--- src/rtl/div_sched_pkg.sv ---
// Shared types and helpers for the divider ratio scheduler.
// Pure declarations: no latency, no flow control.
package div_sched_pkg;

    typedef enum logic [1:0] {
        IDLE = 2'd0,
        RUN  = 2'd1,
        PEND = 2'd2
    } state_e;

    localparam int MIN_DIV = 2;

    function automatic logic [31:0] half(input logic [31:0] n);
        return n >> 1;
    endfunction

endpackage

--- src/rtl/div_phase_cnt.sv ---
// Modulo-div_i phase counter: clear beats run, run=0 holds, wraps to 0 after div_i-1.
// Latency: phase_nxt_o is the value the phase takes at the next edge; no flow control.
module div_phase_cnt #(
    parameter int CNT_W = 8
) (
    input  logic             clk_i,
    input  logic             rst_i,
    input  logic             clr_i,
    input  logic             run_i,
    input  logic [CNT_W-1:0] div_i,
    output logic [CNT_W-1:0] phase_nxt_o,
    output logic             at_last_o
);

    logic [CNT_W-1:0] phase_q;
    logic [CNT_W-1:0] phase_d;

    assign at_last_o   = (phase_q == div_i - CNT_W'(1));
    assign phase_nxt_o = phase_d;

    always_comb begin
        phase_d = phase_q;
        if (clr_i) begin
            phase_d = '0;
        end else if (run_i) begin
            phase_d = at_last_o ? '0 : phase_q + CNT_W'(1);
        end
    end

    always_ff @(posedge clk_i) begin
        if (rst_i) begin
            phase_q <= '0;
        end else begin
            phase_q <= phase_d;
        end
    end

endmodule

--- src/rtl/div_ratio_sched.sv ---
// Runtime-programmable divider: registered q/tick, first period starts the cycle after en; ratios apply at period boundaries.
// cfg_ready is low only while a ratio is pending; DIV_GRACEFUL_STOP_EN makes en=0 finish the current period.
module div_ratio_sched #(
    parameter int CNT_W       = 8,
    parameter int DEFAULT_DIV = 3
) (
    input  logic             clk_i,
    input  logic             rst_i,
    input  logic             en_i,
    input  logic             cfg_valid_i,
    input  logic [CNT_W-1:0] cfg_div_i,
    output logic             cfg_ready_o,
    output logic             q_o,
    output logic             tick_o,
    output logic [CNT_W-1:0] cur_div_o,
    output logic             pending_o,
    output logic             err_o
);
    import div_sched_pkg::*;

    state_e           state_q, state_d;
    logic [CNT_W-1:0] cur_div_q, cur_div_d;
    logic [CNT_W-1:0] next_div_q, next_div_d;
    logic             err_q, err_d;
    logic             q_q, q_d;
    logic             tick_q, tick_d;

    logic             xfer;
    logic             legal;
    logic             stop_req;
    logic             at_last;
    logic             cnt_clr;
    logic             cnt_run;
    logic [CNT_W-1:0] phase_nxt;
    logic [CNT_W-1:0] half_n;

    assign cfg_ready_o = (state_q != PEND);
    assign xfer        = cfg_valid_i && cfg_ready_o;
    assign legal       = (cfg_div_i >= CNT_W'(MIN_DIV));

`ifdef DIV_GRACEFUL_STOP_EN
    assign stop_req = !en_i && at_last;
`else
    assign stop_req = !en_i;
`endif

    always_comb begin
        state_d    = state_q;
        cur_div_d  = cur_div_q;
        next_div_d = next_div_q;
        err_d      = err_q;
        if (xfer) begin
            err_d = !legal;
        end
        case (state_q)
            IDLE: begin
                if (xfer && legal) begin
                    cur_div_d = cfg_div_i;
                end
                if (en_i) begin
                    state_d = RUN;
                end
            end
            RUN: begin
                // A ratio accepted while stopping has no boundary left to wait for.
                if (stop_req) begin
                    state_d = IDLE;
                    if (xfer && legal) begin
                        cur_div_d = cfg_div_i;
                    end
                end else if (xfer && legal) begin
                    next_div_d = cfg_div_i;
                    state_d    = PEND;
                end
            end
            PEND: begin
                if (stop_req) begin
                    state_d   = IDLE;
                    cur_div_d = next_div_q;
                end else if (at_last) begin
                    state_d   = RUN;
                    cur_div_d = next_div_q;
                end
            end
            default: state_d = IDLE;
        endcase
    end

    assign cnt_run = (state_q != IDLE);
    assign cnt_clr = (state_d == IDLE);

    div_phase_cnt #(
        .CNT_W(CNT_W)
    ) u_phase (
        .clk_i      (clk_i),
        .rst_i      (rst_i),
        .clr_i      (cnt_clr),
        .run_i      (cnt_run),
        .div_i      (cur_div_q),
        .phase_nxt_o(phase_nxt),
        .at_last_o  (at_last)
    );

    // q/tick are computed from the phase and ratio that will hold after the edge.
    assign half_n = CNT_W'(half(32'(cur_div_d)));
    assign q_d    = (state_d != IDLE) && (phase_nxt < half_n);
    assign tick_d = (state_d != IDLE) && (phase_nxt == '0);

    always_ff @(posedge clk_i) begin
        if (rst_i) begin
            state_q    <= IDLE;
            cur_div_q  <= CNT_W'(DEFAULT_DIV);
            next_div_q <= CNT_W'(DEFAULT_DIV);
            err_q      <= 1'b0;
            q_q        <= 1'b0;
            tick_q     <= 1'b0;
        end else begin
            state_q    <= state_d;
            cur_div_q  <= cur_div_d;
            next_div_q <= next_div_d;
            err_q      <= err_d;
            q_q        <= q_d;
            tick_q     <= tick_d;
        end
    end

    assign q_o       = q_q;
    assign tick_o    = tick_q;
    assign cur_div_o = cur_div_q;
    assign pending_o = (state_q == PEND);
    assign err_o     = err_q;

endmodule

--- config.mk ---
export PLATFORM = sky130hd
export DESIGN_NAME = div_ratio_sched
export DESIGN_NICKNAME = d
export VERILOG_FILES = /design/src/rtl/div_sched_pkg.sv /design/src/rtl/div_phase_cnt.sv /design/src/rtl/div_ratio_sched.sv
export SDC_FILE = /design/constraint.sdc
export NUM_CORES = 1
export LEC_CHECK = 0
export CORE_MARGIN = 2
export CORE_UTILIZATION = 40
export CTS_CLUSTER_DIAMETER = 80
export DETAILED_ROUTE_END_ITERATION = 8
export PLACE_DENSITY_LB_ADDON = 0.05
export SLEW_MARGIN = 20
export SYNTH_ARGS = -nofsm -noshare
export SYNTH_HDL_FRONTEND = slang
export SYNTH_HIERARCHICAL = 1
export SYNTH_SLANG_ARGS = --single-unit
--- constraint.sdc ---
create_clock -name clk_i -period 3.3 [get_ports clk_i]
set_input_delay 0.825 -clock clk_i [delete_from_list [all_inputs] [get_ports clk_i]]
set_output_delay 0.825 -clock clk_i [all_outputs]
set_load 0.01 [all_outputs]
==> flow_summary.toml <==
[status]
run_status = "finished, final reports clean"

[final_layout]
layout-drive-gt1-share_pct = 25.2
area_growth_pct = 38.4
nFillCells = 410
final_net_count = 302
diodes = 0
final_util_pct = 57.6

[die]
core_um2 = 4380
num_io_pins = 25
rows = 24
die_area_um2 = 5110
die_w_um = 71.5
start_util_pct = 41.6
die_h_um = 71.5

[critical_path]
cp_slowest_cell = "or4_4"
cpPeakStageDelay_ps = 550
worstSetupPathDepth = 14
r2r_end = "q_o"
ff2ff_setup_slack_ps = 140
crit_arrival_ps = 3370
endpoint = "q_o"
cp_top_family = "simple AND/OR/NAND/NOR gates"
path_cells = "or4_4 > or2_4 > and4bb_2 > o211ai_4 > inv_4 > nand2b_4 > o21ai_0 > a21o_2 > a21oi_2 > ha_1 > a21o_1 > a21oi_2 > nand3_1 > o21ai_1"
path_max_fanout = 6
r2r_start = "cur_div_o[3]"
critPathCaptureType = "flip-flop"
cp-start-kind = "flip-flop"
startpoint = "cur_div_o[3]"
reg2reg_depth = 14
critPathBufInv = 1
crit_top_cell = "a21oi_2"
critPathKind = "reg2reg"
critical_path_required_ps = 3510

[power]
peakVddDrop_uv = 175
power_density_nw_per_um2 = 357
p_leak_nw = 1.03

[yosys]
synth_flop_cell = "dfxtp_1"
synthArstFlopShare_pct = 0
netlist_area_um2 = 1820
synth_seq_area_share_pct = 31.8
yosysWarnings = 6
yosysTopAreaCellShare_pct = 31.8
syn_nets = 243
synthDistinctLibCells = 46
synth_area_leaders = "dfxtp_1 32%, nor2_1 6.4%, a21oi_1 6.3%"
avgSynthCellArea_um2 = 8.17
yosys.area.top_type = "dfxtp_1"
syn_inst = 223
ys_seq_elements = 29
synth_edf_count = 0

[sta]
skew_ps = 6.78
period_needed_ps = 3160
finalMaxSlewViolations = 0
tightest_slew_ps = 621
fin_crit_sh_pct = 95.7
hold_violations = 0
max_freq_mhz = 317
setup_viol = 0
slew-limit-headroom_pct = 58.3
setup_tns_ps = 0

[hold_path]
hp-class = "reg2reg"

[routing]
num_vias = 1842
dr.first_iter.drc_count = 99
dr.pass1.iters = 7
drc_errors = 0
wl_mm = 5.14
post_drt_via_cell_ratio = 5.51
detail-route-antenna-nets = 0
avgRoutedWirePerCell_um = 15.4

[grt]
grt_pass1_wl_mm = 8.30
grt_util_all_layers_pct = 20.9
met2_usage_pct = 30.7
overflow = 0
grtUsageMet1_pct = 30.9
met3_usage_pct = 4.36
grt_antenna_before_repair = 0
grt_pass1_vias = 1718
busiest_layer = "met1"
grt_max_degree = 13

[clocking]
cts_buffer_depth = 2
clock-sinks = 29
insertion_delay_ps = 280
cts_htree_levels = 2
cts_made_buffers = 5
cts_root_buf = "clkbuf_8"
cts_tree = "yes"
clk_pin_slew_ps = 70

[job]
drv_cap = 0

[placed_design]
port_buffers = 24
place.detailed.hpwl_mm = 3.92
gp_congestion = 0.823
-- through the flow --
stage,std cells,total power [W],instance area (um2),hold WS (ps),setup slack [ps]
6_report,334,0.000902,2520,456,140
3_3_place_gp,323,0.000589,2340,448,-20.2
4_1_cts,330,0.000894,2430,462,0.669
5_1_grt,334,0.000945,2520,515,-29.6
2_1_floorplan,223,0.000487,1830,460,11.8
3_5_place_dp,323,0.000589,2340,454,-43.8
-- per-layer routing --
metal  up-vias  part of all wire [%]
met5         -                     0
met1       846                    50
met3         7                   5.7
met4         0                   1.3
li1        928                     -
met2        61                    43
-- final cells by class --
type                       count  area [um2]  area share [%]
sequential                    29         583            23.1
multi-input combinational    178        1240            49.1
timing repair buffer          61         522            20.7
clock buffer                   7        86.3            3.42
inverter                       7        28.8            1.14
tap                           52        65.1            2.58
-- cells by family (layout without fill, tap and decap cells) --
logic type               count (synthesis)  count (layout)  synth area share (%)
XOR/XNOR                                13              13                  6.25
adder cells (fa/ha/maj)                  8               8                  5.49
AO/OA/AOI/OAI                           57              57                  22.7
buffers and inverters                   16              75                  3.84
flip-flops                              29              29                  31.8
multiplexers                             6               6                  3.29
AND/OR/NAND/NOR                         94              94                  26.6
-- registers in the layout (all words and copies together), names as in the netlist --
name             count
next_div_q           8
tick_o               1
state_q              2
u_phase/phase_q      8
cur_div_o            8
err_o                1
q_o                  1
-- Yosys cell counts, types with 2 or more instances --
library cell / n
buf_1: 2
inv_1: 6
nor2b_1: 5
nor3_1: 3
o211ai_1: 2
o21ai_1: 3
a21o_1: 3
o21ai_0: 7
clkbuf_1: 6
xnor2_1: 8
nor2_1: 31
nand4b_1: 2
nand3_1: 16
or4_4: 2
mux2i_1: 6
nand2_1: 13
a21oi_1: 23
a211oi_1: 7
nand4_1: 3
ha_1: 8
a211o_1: 2
nor4_1: 3
dfxtp_1: 29
xor2_1: 5
and3_1: 4
nand2b_1: 4
-- worst min-delay path by stage --
stage / startpoint / end / slack [ps] / cells after the start
2_1_floorplan: next_div_q[2] / next_div_q[2] / 460 / 2
3_3_place_gp: err_o / err_o / 450 / 2
6_report: err_o / err_o / 460 / 2
3_5_place_dp: err_o / err_o / 450 / 2
4_1_cts: err_o / err_o / 460 / 2
5_1_grt: err_o / err_o / 510 / 2
-- cell usage in the layout (no fill, tap or decap), types with 8 or more instances in the layout --
master,count
a21oi_1,16
buf_4,36
clkdlybuf4s50_1,24
dfxtp_1,27
ha_1,8
nand2_1,13
nand3_1,16
nor2_1,31
xnor2_1,8
-- repair_timing --
item | CTS | global route
buffers inserted | 0 | 4
setup endpoints to repair | 1 | 1
pin swaps | 0 | 9
hold buffers | 0 | 0
gates resized for setup | 1 | 16
-- power by group --
| part | switching [W] | internal [W] | total, W |
|---|---|---|---|
| Clock | 0.000135 | 0.000165 | 0.000300 |
| Sequential | 0.0000109 | 0.000364 | 0.000374 |
| Combinational | 0.000111 | 0.000116 | 0.000227 |
-- worst reg2reg max path: cells and delay by family, from the launching register on --
family	cells	cell delay, ps
flops	1	310
buf+inv	1	70
fa+ha+maj	1	260
compound gates	7	1080
simple gates	5	1380
(Power assumes the default switching activity.)
==> RTL change, RTL diff (config.mk and constraints unchanged) <==
`CNT_W` is set to 8 in 2 places; all go to 6.
--- a/src/rtl/div_phase_cnt.sv
+++ b/src/rtl/div_phase_cnt.sv
@@ -3,3 +3,3 @@
 module div_phase_cnt #(
-    parameter int CNT_W = 8
+    parameter int CNT_W = 6
 ) (
--- a/src/rtl/div_ratio_sched.sv
+++ b/src/rtl/div_ratio_sched.sv
@@ -3,3 +3,3 @@
 module div_ratio_sched #(
-    parameter int CNT_W       = 8,
+    parameter int CNT_W       = 6,
     parameter int DEFAULT_DIV = 3
Interface: changed (resized cfg_div_i and cur_div_o); port bits go from 25 to 21. No check against the original RTL was run, so the function may have changed too.
==> RTL change against the original RTL <==
  * Hold slack gained 8.2 ps
  * Largest cell class unchanged
  * Count of clock-buffer cells in the layout shrank 3
  * Sequential share of layout area shrank 1.5 points
  * Design area shrank 14%
  * Routed wire length shrank 17%
  * Power shrank 24%
  * Synthesized area shrank 18%
  * Highest routed layer unchanged
  * Setup slack gained 15 ps
  * Sequential cell count shrank 6
==> RTL change: results (changes against the original RTL) <==
** Run status
- Outcome :: completed (unchanged)

** Route
- WL met1 :: 1840 um (was 2560 um)
- The overall routed net length was 4240 um (was 5140 um).
- Number of search-and-repair iterations in the first detailed-routing pass :: 4 (was 7)

** Clocking
- The maximum level of the CTS H-tree was 1 (was 2).
- Number of buffers added by the clock tree synthesis step :: 3 (was 5)

** Global routing
- The first-pass GRT wire length was 6820 um (was 8300 um).
- Total Routing Usage GR :: 0.208 (was 0.209)
- The met2 capacity usage during global routing came to 0.380 (was 0.307).
- The met1 track utilization from global routing is 0.247 (was 0.309).

** Timing
- The transition time of the tightest slew-check pin was 647 ps (was 621 ps).
- Worst-case hold slack :: 464 ps (was 456 ps)

** Cells and area
- Layout cell share with drive strength beyond 1 :: 0.323 (was 0.252)
- Buffers excl. clock :: 50 (was 61)
- The number of combinational gates with multiple inputs came to 139 (was 178).
- Layout Nets :: 240 (was 302)
- Clock buffers and inverters, area share :: 0.0208 (was 0.0342)
- Count of clock buffers in the final design :: 4 (was 7)

** Critical path
- Reg-to-reg slack, setup :: 160 ps (was 140 ps)
- The maximum net fanout on the critical path was 4 (was 6).

** Worst hold path
- The launch point of the worst hold path is next_div_q[3] (was err_o).
- The sink of the worst hold path was next_div_q[3] (was err_o).

** Synthesis
- Flop and latch count out of synthesis :: 23 (was 29)
- Cell types occupying the most area after synthesis :: sky130_fd_sc_hd__dfxtp_1 31%, sky130_fd_sc_hd__nand2_1 5.3%, sky130_fd_sc_hd__ha_1 5.0% (was sky130_fd_sc_hd__dfxtp_1 32%, sky130_fd_sc_hd__nor2_1 6.4%, sky130_fd_sc_hd__a21oi_1 6.3%)

** Power and ir drop
- Leakage power total :: 0.852 nW (was 1.03 nW)
[RTL change: cell types whose count changed after synthesis, sizes merged, moves of 4 or more]
cell and change:
nor2 -17, nand3 -12, a21oi -10, nand2 +8, dfxtp -6, a22oi +5, o21ai -5, a32o +4
mux2i -4, nand2b +4
[RTL change: cells by family after synthesis]
| kind of cell | count (synthesis) | share of synthesized area |
|---|---|---|
| muxes | 2 | 0.0134 |
| xor gates and xnor gates | 9 | 0.0529 |
| adders and majority gates | 6 | 0.0504 |
| and+or+nand+nor | 71 | 0.268 |
| buffers and inverters | 13 | 0.0336 |
| AOI/OAI and AO/OA | 51 | 0.272 |
| DFF | 23 | 0.309 |
[RTL change: timing repair]
item / CTS / global route
endpoints found under the setup margin: 1 / 1
hold endpoints to repair: 0 / 0
hold buffers: 0 / 0
resized for setup: 1 / 38
pin swaps: 1 / 18
buffers inserted: 0 / 5
[RTL change: critical path: stages (launching register included)]
cell	delay, ps
sky130_fd_sc_hd__dfxtp_4	360
sky130_fd_sc_hd__inv_2	60
sky130_fd_sc_hd__ha_4	130
sky130_fd_sc_hd__nand2_1	60
sky130_fd_sc_hd__o211ai_1	280
sky130_fd_sc_hd__a31oi_4	170
sky130_fd_sc_hd__nor2_4	210
sky130_fd_sc_hd__nor2b_2	70
sky130_fd_sc_hd__o21a_1	220
sky130_fd_sc_hd__o21ai_2	180
sky130_fd_sc_hd__and3_4	210
sky130_fd_sc_hd__ha_4	190
sky130_fd_sc_hd__a21o_1	180
sky130_fd_sc_hd__a2111oi_4	300
sky130_fd_sc_hd__nand2_1	110
sky130_fd_sc_hd__o41ai_2	320
[RTL change: where the power goes]
part	switching, mW	total, mW	internal [mW]
clock network	0.0943	0.181	0.0866
registers	0.0128	0.302	0.289
logic	0.0975	0.204	0.107
